===== src/rtl/mem_access_unit.sv =====
// Memory-stage access unit: drives the data-memory valid/ready bus from EX/MEM,
// stalls the pipeline while an access is outstanding, and registers MEM/WB values.
module mem_access_unit #(
  parameter int unsigned TIMEOUT = 16
) (
  input  logic        clk,
  input  logic        reset,
  input  logic [31:0] ALUResultM,
  input  logic [31:0] WriteDataM,
  input  logic [4:0]  RdM,
  input  logic [31:0] PCPlus4M,
  input  logic        RegWriteM,
  input  logic        MemReadM,
  input  logic        MemWriteM,
  input  logic [1:0]  ResultSrcM,
  input  logic [2:0]  Funct3M,
  output logic        dmem_req,
  output logic        dmem_we,
  output logic [31:0] dmem_addr,
  output logic [31:0] dmem_wdata,
  output logic [3:0]  dmem_be,
  input  logic        dmem_ready,
  input  logic [31:0] dmem_rdata,
  output logic        StallM,
  output logic [31:0] ALUResultW,
  output logic [31:0] ReadDataW,
  output logic [31:0] PCPlus4W,
  output logic [4:0]  RdW,
  output logic [1:0]  ResultSrcW,
  output logic        RegWriteW,
  output logic        MisalignW,
  output logic        BusErrW
);

  localparam int unsigned CW = (TIMEOUT < 2) ? 1 : $clog2(TIMEOUT);
  localparam logic [CW-1:0] LAST = CW'(TIMEOUT - 1);

  typedef enum logic {IDLE, BUSY} state_t;

  state_t        state, next_state;
  logic [CW-1:0] cnt, cnt_next;
  logic          complete, abort, latch_en;

  logic [31:0] lat_addr, lat_wdata, lat_pc;
  logic [3:0]  lat_be;
  logic [2:0]  lat_f3;
  logic [4:0]  lat_rd;
  logic [1:0]  lat_rs;
  logic        lat_we, lat_rw;

  function automatic logic is_misaligned(input logic [2:0] f3, input logic [1:0] a);
    case (f3[1:0])
      2'b00:   return 1'b0;
      2'b01:   return a[0];
      default: return a != 2'b00;
    endcase
  endfunction

  function automatic logic [3:0] lane_be(input logic [2:0] f3, input logic [1:0] a);
    case (f3[1:0])
      2'b00:   return 4'b0001 << a;
      2'b01:   return 4'b0011 << a;
      default: return 4'b1111;
    endcase
  endfunction

  function automatic logic [31:0] store_data(input logic [2:0] f3, input logic [31:0] d);
    case (f3[1:0])
      2'b00:   return {4{d[7:0]}};
      2'b01:   return {2{d[15:0]}};
      default: return d;
    endcase
  endfunction

  // Byte/half extraction from the read word, then sign or zero extension.
  function automatic logic [31:0] load_data(input logic [2:0] f3, input logic [1:0] a,
                                            input logic [31:0] d);
    logic [7:0]  b;
    logic [15:0] h;
    b = 8'(d >> {a, 3'b000});
    h = 16'(d >> {a[1], 4'b0000});
    case (f3[1:0])
      2'b00:   return f3[2] ? {24'd0, b} : {{24{b[7]}}, b};
      2'b01:   return f3[2] ? {16'd0, h} : {{16{h[15]}}, h};
      default: return d;
    endcase
  endfunction

  logic        mem_op, mis_c, mis_op, busy;
  logic [3:0]  be_c;
  logic [31:0] wdata_c, load_c;
  logic [31:0] src_alu, src_pc;
  logic [4:0]  src_rd;
  logic [1:0]  src_rs;
  logic [2:0]  src_f3;
  logic        src_rw, src_we;

  assign mem_op  = MemReadM | MemWriteM;
  assign mis_c   = is_misaligned(Funct3M, ALUResultM[1:0]);
  assign be_c    = lane_be(Funct3M, ALUResultM[1:0]);
  assign wdata_c = store_data(Funct3M, WriteDataM);
  assign busy    = (state == BUSY);
  assign mis_op  = !busy && mem_op && mis_c;

  // WB source: live EX/MEM fields in IDLE, latched copies while an access is outstanding.
  assign src_alu = busy ? lat_addr : ALUResultM;
  assign src_pc  = busy ? lat_pc   : PCPlus4M;
  assign src_rd  = busy ? lat_rd   : RdM;
  assign src_rs  = busy ? lat_rs   : ResultSrcM;
  assign src_f3  = busy ? lat_f3   : Funct3M;
  assign src_rw  = busy ? lat_rw   : RegWriteM;
  assign src_we  = busy ? lat_we   : MemWriteM;
  assign load_c  = load_data(src_f3, src_alu[1:0], dmem_rdata);

  always_ff @(posedge clk or negedge reset) begin
    if (!reset) begin
      state <= IDLE;
      cnt   <= '0;
    end else begin
      state <= next_state;
      cnt   <= cnt_next;
    end
  end

  always_comb begin
    next_state = state;
    cnt_next   = cnt;
    dmem_req   = 1'b0;
    dmem_we    = 1'b0;
    dmem_addr  = '0;
    dmem_wdata = '0;
    dmem_be    = '0;
    StallM     = 1'b0;
    complete   = 1'b0;
    abort      = 1'b0;
    latch_en   = 1'b0;
    case (state)
      IDLE: begin
        if (mem_op && !mis_c) begin
          dmem_req   = 1'b1;
          dmem_we    = MemWriteM;
          dmem_addr  = {ALUResultM[31:2], 2'b00};
          dmem_wdata = wdata_c;
          dmem_be    = be_c;
          if (dmem_ready) begin
            complete = 1'b1;
          end else begin
            StallM     = 1'b1;
            latch_en   = 1'b1;
            next_state = BUSY;
            cnt_next   = '0;
          end
        end
      end
      BUSY: begin
        dmem_req   = 1'b1;
        dmem_we    = lat_we;
        dmem_addr  = {lat_addr[31:2], 2'b00};
        dmem_wdata = lat_wdata;
        dmem_be    = lat_be;
        if (dmem_ready) begin
          complete   = 1'b1;
          next_state = IDLE;
          cnt_next   = '0;
        end else if (cnt == LAST) begin
          abort      = 1'b1;
          next_state = IDLE;
          cnt_next   = '0;
        end else begin
          StallM   = 1'b1;
          cnt_next = cnt + CW'(1);
        end
      end
      default: next_state = IDLE;
    endcase
    // Reset drops the bus immediately, even mid-access.
    if (!reset) begin
      dmem_req   = 1'b0;
      dmem_we    = 1'b0;
      dmem_addr  = '0;
      dmem_wdata = '0;
      dmem_be    = '0;
      StallM     = 1'b0;
    end
  end

  always_ff @(posedge clk or negedge reset) begin
    if (!reset) begin
      lat_addr  <= '0;
      lat_wdata <= '0;
      lat_pc    <= '0;
      lat_be    <= '0;
      lat_f3    <= '0;
      lat_rd    <= '0;
      lat_rs    <= '0;
      lat_we    <= 1'b0;
      lat_rw    <= 1'b0;
    end else if (latch_en) begin
      lat_addr  <= ALUResultM;
      lat_wdata <= wdata_c;
      lat_pc    <= PCPlus4M;
      lat_be    <= be_c;
      lat_f3    <= Funct3M;
      lat_rd    <= RdM;
      lat_rs    <= ResultSrcM;
      lat_we    <= MemWriteM;
      lat_rw    <= RegWriteM;
    end
  end

  // MEM/WB register; a stall inserts a bubble by clearing only the valid-like flags.
  always_ff @(posedge clk or negedge reset) begin
    if (!reset) begin
      ALUResultW <= '0;
      ReadDataW  <= '0;
      PCPlus4W   <= '0;
      RdW        <= '0;
      ResultSrcW <= '0;
      RegWriteW  <= 1'b0;
      MisalignW  <= 1'b0;
      BusErrW    <= 1'b0;
    end else if (StallM) begin
      RegWriteW <= 1'b0;
      MisalignW <= 1'b0;
      BusErrW   <= 1'b0;
    end else begin
      ALUResultW <= src_alu;
      ReadDataW  <= (complete && !src_we) ? load_c : 32'd0;
      PCPlus4W   <= src_pc;
      RdW        <= src_rd;
      ResultSrcW <= src_rs;
      RegWriteW  <= src_rw && !abort && !mis_op;
      MisalignW  <= mis_op;
      BusErrW    <= abort;
    end
  end

endmodule


===== config.mk =====
export PLATFORM = sky130hd
export DESIGN_NAME = mem_access_unit
export DESIGN_NICKNAME = d
export VERILOG_FILES = /design/src/rtl/mem_access_unit.sv
export SDC_FILE = /design/constraint.sdc
export NUM_CORES = 1
export LEC_CHECK = 0
export ABC_AREA = 1
export CAP_MARGIN = 0
export CORE_UTILIZATION = 44
export DETAILED_ROUTE_END_ITERATION = 6
export PLACE_DENSITY = 0.87
export SKIP_CTS_REPAIR_TIMING = 1
export SLEW_MARGIN = 20
export SYNTH_ARGS = -nofsm -noshare
export SYNTH_HDL_FRONTEND = slang
export SYNTH_SLANG_ARGS = --single-unit

===== constraint.sdc =====
create_clock -name clk -period 1.89 [get_ports clk]
set_clock_uncertainty 0.15 [all_clocks]
set_input_delay 0.189 -clock clk [delete_from_list [all_inputs] [get_ports clk]]
set_output_delay 0.189 -clock clk [all_outputs]
set_load 0.05 [all_outputs]

==> metrics.txt, run 1 <==
Final TNS setup -33480 ps; clk sink count 223; H-tree Lvls 1; top post-synthesis cells by count nand2_1, dfrtp_1, o21ai_0, inv_1, a21oi_1; yosys warns 0; sequential cell fraction of total power 32.8%; Tot Pwr 19.6 mW; post-DR vias/cell 5.55; CTS Buf Count 24; grt ovf 0; fmax 412 MHz; Tmin final 2430 ps; Final Cycle Share 128%; Clock Pin Slew Worst Setup and Hold Paths 60 ps; clock latency on the worst-skew pair 510 ps; worst relative slew slack 47.2%; post-detail-place hpwl 28.8 mm; part of the power in combinational logic 40.7%; first-pass GRT wire length 62.7 mm; clock share of power 26.5%; Routed WL per cell 19.8 µm; register area share after synthesis 49.4%; syn avg cell area 7.11 µm²; Finished Cell Area 19900 µm²; endpoints failing setup 144; Net Sw Frac 38.6%; worst r2r path cells 13; Synth area leaders dfrtp_1, nand2_1, o21ai_0; io pins 321; Psw 7.56 mW; failing checks DRC, setup timing; Starting Density 44.9%; CP Launch Type register; antenna-violating nets left 0; Post-synth top flop dfrtp_1; number of synthesized flops with an enable pin 0; Pint 12.0 mW; CP endpoint kind output pin; Max Cap Viol 0; placed cell areas 17500 µm²; DRT Pass-1 Iters 7; Hold Vio Cnt, Final 0; largest net degree at the start of global routing 93; layout cell share with drive strength beyond 1 26.6%; initial antenna violation count 1; filler instances 1418; fraction of registers with async set/reset 100%; Synth-to-Final Area Change 75.7%; IO buf count 318; GPL Wtd Cong 0.940; mapped cell area 11300 µm²; Routed WL 47.7 mm; initial DRC count 1422; WP data required 1550 ps; worst-path maximum fanout 11; P_leak 10.6 nW; Setup CP Type register to output pin; max-slew violations 0; Die Width 162 µm; hold depth 3; Synth cell types 32; Finished Layout Cells 2410; Clock Path Buffers 3; RSZ-0062 raised after global routing yes; Die ar. 26300 µm²; Min-Delay Path Class input port to register; Vias 13400; Data arrival, critical path 2090 ps; worst-margin pin slew 789 ps; CTS tree done; core area 25200 µm²; Die Span Y 162 µm; top-count cell post-synth nand2_1; worst hold slack 103 ps; Post-Syn Instances 1589; row cnt 58; Max IR drop VDD 0.000669 V; status complete, but fails checks; final worst slack -538 ps; number of remaining DRC errors 3; root buf cell clkbuf_16; post-synth top area cell dfrtp_1; vias in the first global route 12500; top cell type's share of synthesized area 49.4%; dpl cells 2315; Power Density 987 nW/µm²; Global Route Usage Sum 29.9%; nets 2206; Yosys reg bits 223
==> sequential cells by signal, indices dropped and copies added, names as in the netlist, 2 cells and up <==
| signal | cells |
|---|---|
| PCPlus4W | 32 |
| lat_pc | 32 |
| cnt | 4 |
| ALUResultW | 32 |
| lat_be | 4 |
| lat_rs | 2 |
| ResultSrcW | 2 |
| lat_f3 | 3 |
| lat_rd | 5 |
| lat_addr | 32 |
| lat_wdata | 32 |
| ReadDataW | 32 |
| RdW | 5 |
==> worst paths after layout <==
kind	slack, ps	startpoint	endpoint
worst max-delay path	-540	busy	dmem_addr[12]
worst min-delay path	100	PCPlus4M[14]	lat_pc[14]
worst max register to register	-140	busy	ReadDataW[12]
worst min register to register	310	ALUResultW[30]	ALUResultW[30]
max in group asynchronous	-10	reset	lat_wdata[18]
min in group asynchronous	200	reset	ALUResultW[27]
==> cells in the final DEF (no fill, tap or decap), types with 6 or more instances in the layout <==
cell type,instances
buf_4,179
nand2_2,59
o21ai_4,18
clkdlybuf4s50_1,136
dfrtp_1,222
buf_6,19
dlymetal6s2s_1,85
nor2_1,60
a21oi_4,68
nand2_4,19
nand2_1,683
o21ai_1,12
clkbuf_16,34
o211ai_1,8
buf_12,93
dlygate4sd3_1,8
o21ai_2,14
o21ai_0,144
a21oi_1,6
nand3_1,19
inv_1,127
==> metrics by stage <==
stage          util, %  setup slack [ps]
6_report          78.8              -538
5_1_grt           78.8              -601
4_1_cts           72.8              -579
2_1_floorplan        -             -51.7
3_3_place_gp      69.4              -354
3_5_place_dp      69.4              -384
==> power by group through the flow <==
stage	sequential, mW	combinational (mW)	clock (mW)
6_report	6.43	7.98	5.19
5_1_grt	6.51	8.40	5.44
4_1_cts	6.35	7.10	5.23
3_5_place_dp	6.40	7.04	0
3_3_place_gp	6.34	6.82	0
2_1_floorplan	7.57	2.80	0
==> critical path, cell delays in order, from the launching register on <==
cell and delay (ps):
dfrtp_4 510, buf_12 170, clkbuf_16 200, o21ai_1 230, nand2_1 150, a21oi_4 160
buf_12 150
==> final cells by class <==
| class | count | area (µm²) | share of cell area (%) |
|---|---|---|---|
| clock inverter | 11 | 168 | 0.844 |
| antenna | 1 | 2.50 | 0.0126 |
| multi-input combinational | 1139 | 6130 | 30.9 |
| clock buffer | 33 | 706 | 3.55 |
| tap | 330 | 413 | 2.08 |
| timing repair buffer | 538 | 6330 | 31.9 |
| inverter | 135 | 513 | 2.58 |
| sequential | 223 | 5580 | 28.1 |
==> routing by layer <==
| metal | GRT usage (%) | up-vias | wire (µm) |
|---|---|---|---|
| met5 | 0 | - | 0 |
| met1 | 35.2 | 6386 | 16700 |
| met2 | 52.5 | 899 | 23900 |
| met3 | 6.61 | 224 | 4620 |
| met4 | 11.8 | 0 | 2460 |
| li1 | - | 5873 | - |
==> logic make-up (layout without fill, tap and decap cells) <==
logic type	Yosys count	count (layout)	share of synthesized area (%)
DFF	223	223	49.4
xor gates and xnor gates	1	1	0.0775
other	1	3	0.0332
buffers and inverters	228	717	8.51
AOI/OAI and AO/OA	274	274	12.4
adders and majority gates	1	1	0.111
and+or+nand+nor	861	861	29.4
Power figures use the tool's default switching activity.
==> run 2: changes to the inputs <==
--- a/config.mk
+++ b/config.mk
@@ -8,6 +8,7 @@
 export ABC_AREA = 1
 export CAP_MARGIN = 0
 export CORE_UTILIZATION = 44
+export CTS_CLUSTER_SIZE = 24
 export DETAILED_ROUTE_END_ITERATION = 6
 export PLACE_DENSITY = 0.87
 export SKIP_CTS_REPAIR_TIMING = 1
==> results of run 2 <==
The final DEF is identical to that of run 1; final timing and power are the same.
==> run 3: changes to the inputs <==
--- a/config.mk
+++ b/config.mk
@@ -7,11 +7,11 @@
 export LEC_CHECK = 0
 export ABC_AREA = 1
 export CAP_MARGIN = 0
+export CORE_MARGIN = 3
 export CORE_UTILIZATION = 44
 export CTS_CLUSTER_SIZE = 24
 export DETAILED_ROUTE_END_ITERATION = 6
 export PLACE_DENSITY = 0.87
-export SKIP_CTS_REPAIR_TIMING = 1
 export SLEW_MARGIN = 20
 export SYNTH_ARGS = -nofsm -noshare
 export SYNTH_HDL_FRONTEND = slang
==> metrics.txt, run 3 (same netlist as run 1, synthesis figures left out) <==
final worst slack -563 ps (was -538 ps); max-slew violations 0 (unchanged); part of the power in combinational logic 41.0% (was 40.7%); CP Launch Type register (unchanged); Psw 7.80 mW (was 7.56 mW); Starting Density 44.9% (unchanged); GR Util met3 6.95% (was 6.61%); WP data required 1550 ps (about the same); CP Cell Sequence buf_12, clkbuf_16, o21ai_2, nand2_1, a21oi_4, buf_12 (was buf_12, clkbuf_16, o21ai_1, nand2_1, a21oi_4, buf_12); io pins 321 (unchanged); Pint 12.1 mW (was 12.0 mW); met1 Usage GRT 37.0% (was 35.2%); Power Density 982 nW/µm² (was 987 nW/µm²); Data arrival, critical path 2110 ps (was 2090 ps); r2r startpoint busy (unchanged); final core utilization 80.7% (was 78.8%); DRT Pass-1 Iters 6 (was 7); M2 GR Usage 53.1% (was 52.5%); Die Width 166 µm (was 162 µm); largest net degree at the start of global routing 91 (was 93); worst r2r path cells 12 (was 13); initial antenna violation count 0 (was 1); clk sink count 223 (unchanged); nets 2225 (was 2206); slowest CP cell dfrtp_4 (unchanged); first-pass GRT wire length 69.1 mm (was 62.7 mm); GPL Wtd Cong 0.913 (was 0.940); root buf cell clkbuf_16 (unchanged); Die Span Y 166 µm (was 162 µm); sequential cell fraction of total power 32.2% (was 32.8%); Max IR drop VDD 0.000703 V (was 0.000669 V); post-DR vias/cell 5.57 (was 5.55); Global Route Usage Sum 30.5% (was 29.9%); hold_sp PCPlus4M[5] (was PCPlus4M[14]); Vias 13500 (was 13400); hold depth 3 (unchanged); grt ovf 0 (unchanged); layout cell share with drive strength beyond 1 31.6% (was 26.6%); Die ar. 27600 µm² (was 26300 µm²); worst relative slew slack 48.4% (was 47.2%); worst-margin pin slew 773 ps (was 789 ps); Max Cap Viol 0 (unchanged); CTS tree done (unchanged); Min-Delay Path Class input port to register (unchanged); status complete, but fails checks (unchanged); Finished Layout Cells 2428 (was 2410); Final Cycle Share 130% (was 128%); IO buf count 318 (unchanged); failing checks setup timing (was DRC, setup timing); post-detail-place hpwl 28.7 mm (was 28.8 mm); initial DRC count 1357 (was 1422); R2R Setup Slk -390 ps (was -140 ps); RSZ-0062 raised after global routing yes (unchanged); endpoints failing setup 284 (was 144); ANT cells 0 (was 1); R2R Path End lat_pc[22] (was ReadDataW[12]); Hold Path Sink lat_pc[5] (was lat_pc[14]); filler instances 1393 (was 1418); Routed WL per cell 20.6 µm (was 19.8 µm); Clock Pin Slew Worst Setup and Hold Paths 70 ps (was 60 ps); fmax 408 MHz (was 412 MHz); P_leak 9.98 nW (was 10.6 nW); vias in the first global route 13000 (was 12500); CTS Buf Count 25 (was 24); Net Sw Frac 39.1% (was 38.6%); area of the multi-input gates 6420 µm² (was 6130 µm²); global routing's busiest layer met2 (unchanged); Tmin final 2450 ps (was 2430 ps); Hold Vio Cnt, Final 0 (unchanged); core area 25200 µm² (unchanged); number of remaining DRC errors 0 (was 3); H-tree Lvls 1 (unchanged); CP peak stage delay 520 ps (was 510 ps); clock share of power 26.8% (was 26.5%); family with the most delay on the worst path buffers and inverters (unchanged); most used cell, CP buf_12 (unchanged); worst hold slack 80.4 ps (was 103 ps); worst-path maximum fanout 21 (was 11); Buf/Inv on CP 3 (unchanged); Clock Path Buffers 3 (unchanged); Final TNS setup -79320 ps (was -33480 ps); clock latency on the worst-skew pair 520 ps (was 510 ps); Synth-to-Final Area Change 79.8% (was 75.7%); antenna-violating nets left 0 (unchanged); row cnt 58 (unchanged); Routed WL 50.1 mm (was 47.7 mm); commonest cells after routing, fill and taps aside nand2_1, dfrtp_1, buf_4, clkdlybuf4s50_1, o21ai_0 (was nand2_1, dfrtp_1, buf_4, o21ai_0, clkdlybuf4s50_1); CP endpoint kind output pin (unchanged); commonest non-fill, non-tap cell in the layout nand2_1 (unchanged); Setup CP Type register to output pin (unchanged); dpl cells 2313 (was 2315); Seq. cell area 5580 µm² (unchanged)
-- run 3: worst max-delay path by stage --
stage,start,to,slack (ps),cells past startpoint
after floorplan,busy,dmem_wdata[10],-50,7
after global placement,Funct3M[1],dmem_wdata[13],-380,9
after detailed placement,Funct3M[1],dmem_wdata[13],-410,9
after CTS,busy,dmem_addr[13],-490,7
after global routing,busy,dmem_addr[8],-590,6
final,busy,dmem_addr[2],-560,6
-- run 3: layer usage --
layer	up-vias	share of wire [%]
met4	0	5.1
met1	6490	35
li1	5920	-
met3	221	9.8
met2	904	50
met5	-	0
-- run 3: through the flow --
stage	instance area (µm²)	power (mW)	setup WS, ps
5_1_grt	20300	20.7	-594
3_3_place_gp	17400	13.2	-376
2_1_floorplan	12100	10.4	-51.7
3_5_place_dp	17400	13.4	-405
4_1_cts	19000	18.9	-494
6_report	20300	19.9	-563
-- run 3: power groups by stage --
stage	Combinational [mW]	Sequential, mW	Clock (mW)
floorplan	2.80	7.57	0
global placement	6.85	6.34	0
detailed placement	7.04	6.40	0
CTS	7.26	6.32	5.32
global route	8.61	6.51	5.58
finish	8.18	6.42	5.34
-- run 3: timing repair --
item / 4_1_cts / 5_1_grt
gates resized for setup: 178 / 256
gates cloned: 7 / 19
buffers inserted: 19 / 28
setup endpoints to repair: 237 / 340
hold buffers: 5 / 0
hold endpoints to repair: 185 / 0
pin swaps: 31 / 60
-- run 3: tightest hold or removal path, stage by stage --
cell             delay (ps)
clkdlybuf4s50_1         400
inv_1                    60
o21ai_1                  60
-- run 3: area by class of cell --
cell class	instances	share of cell area [%]
Sequential cell	223	27.5
Clock inverter	10	0.782
Clock buffer	35	3.56
Inverter	135	2.55
Tap cell	330	2.03
Multi-Input combinational cell	1139	31.6
Timing Repair Buffer	556	32.0
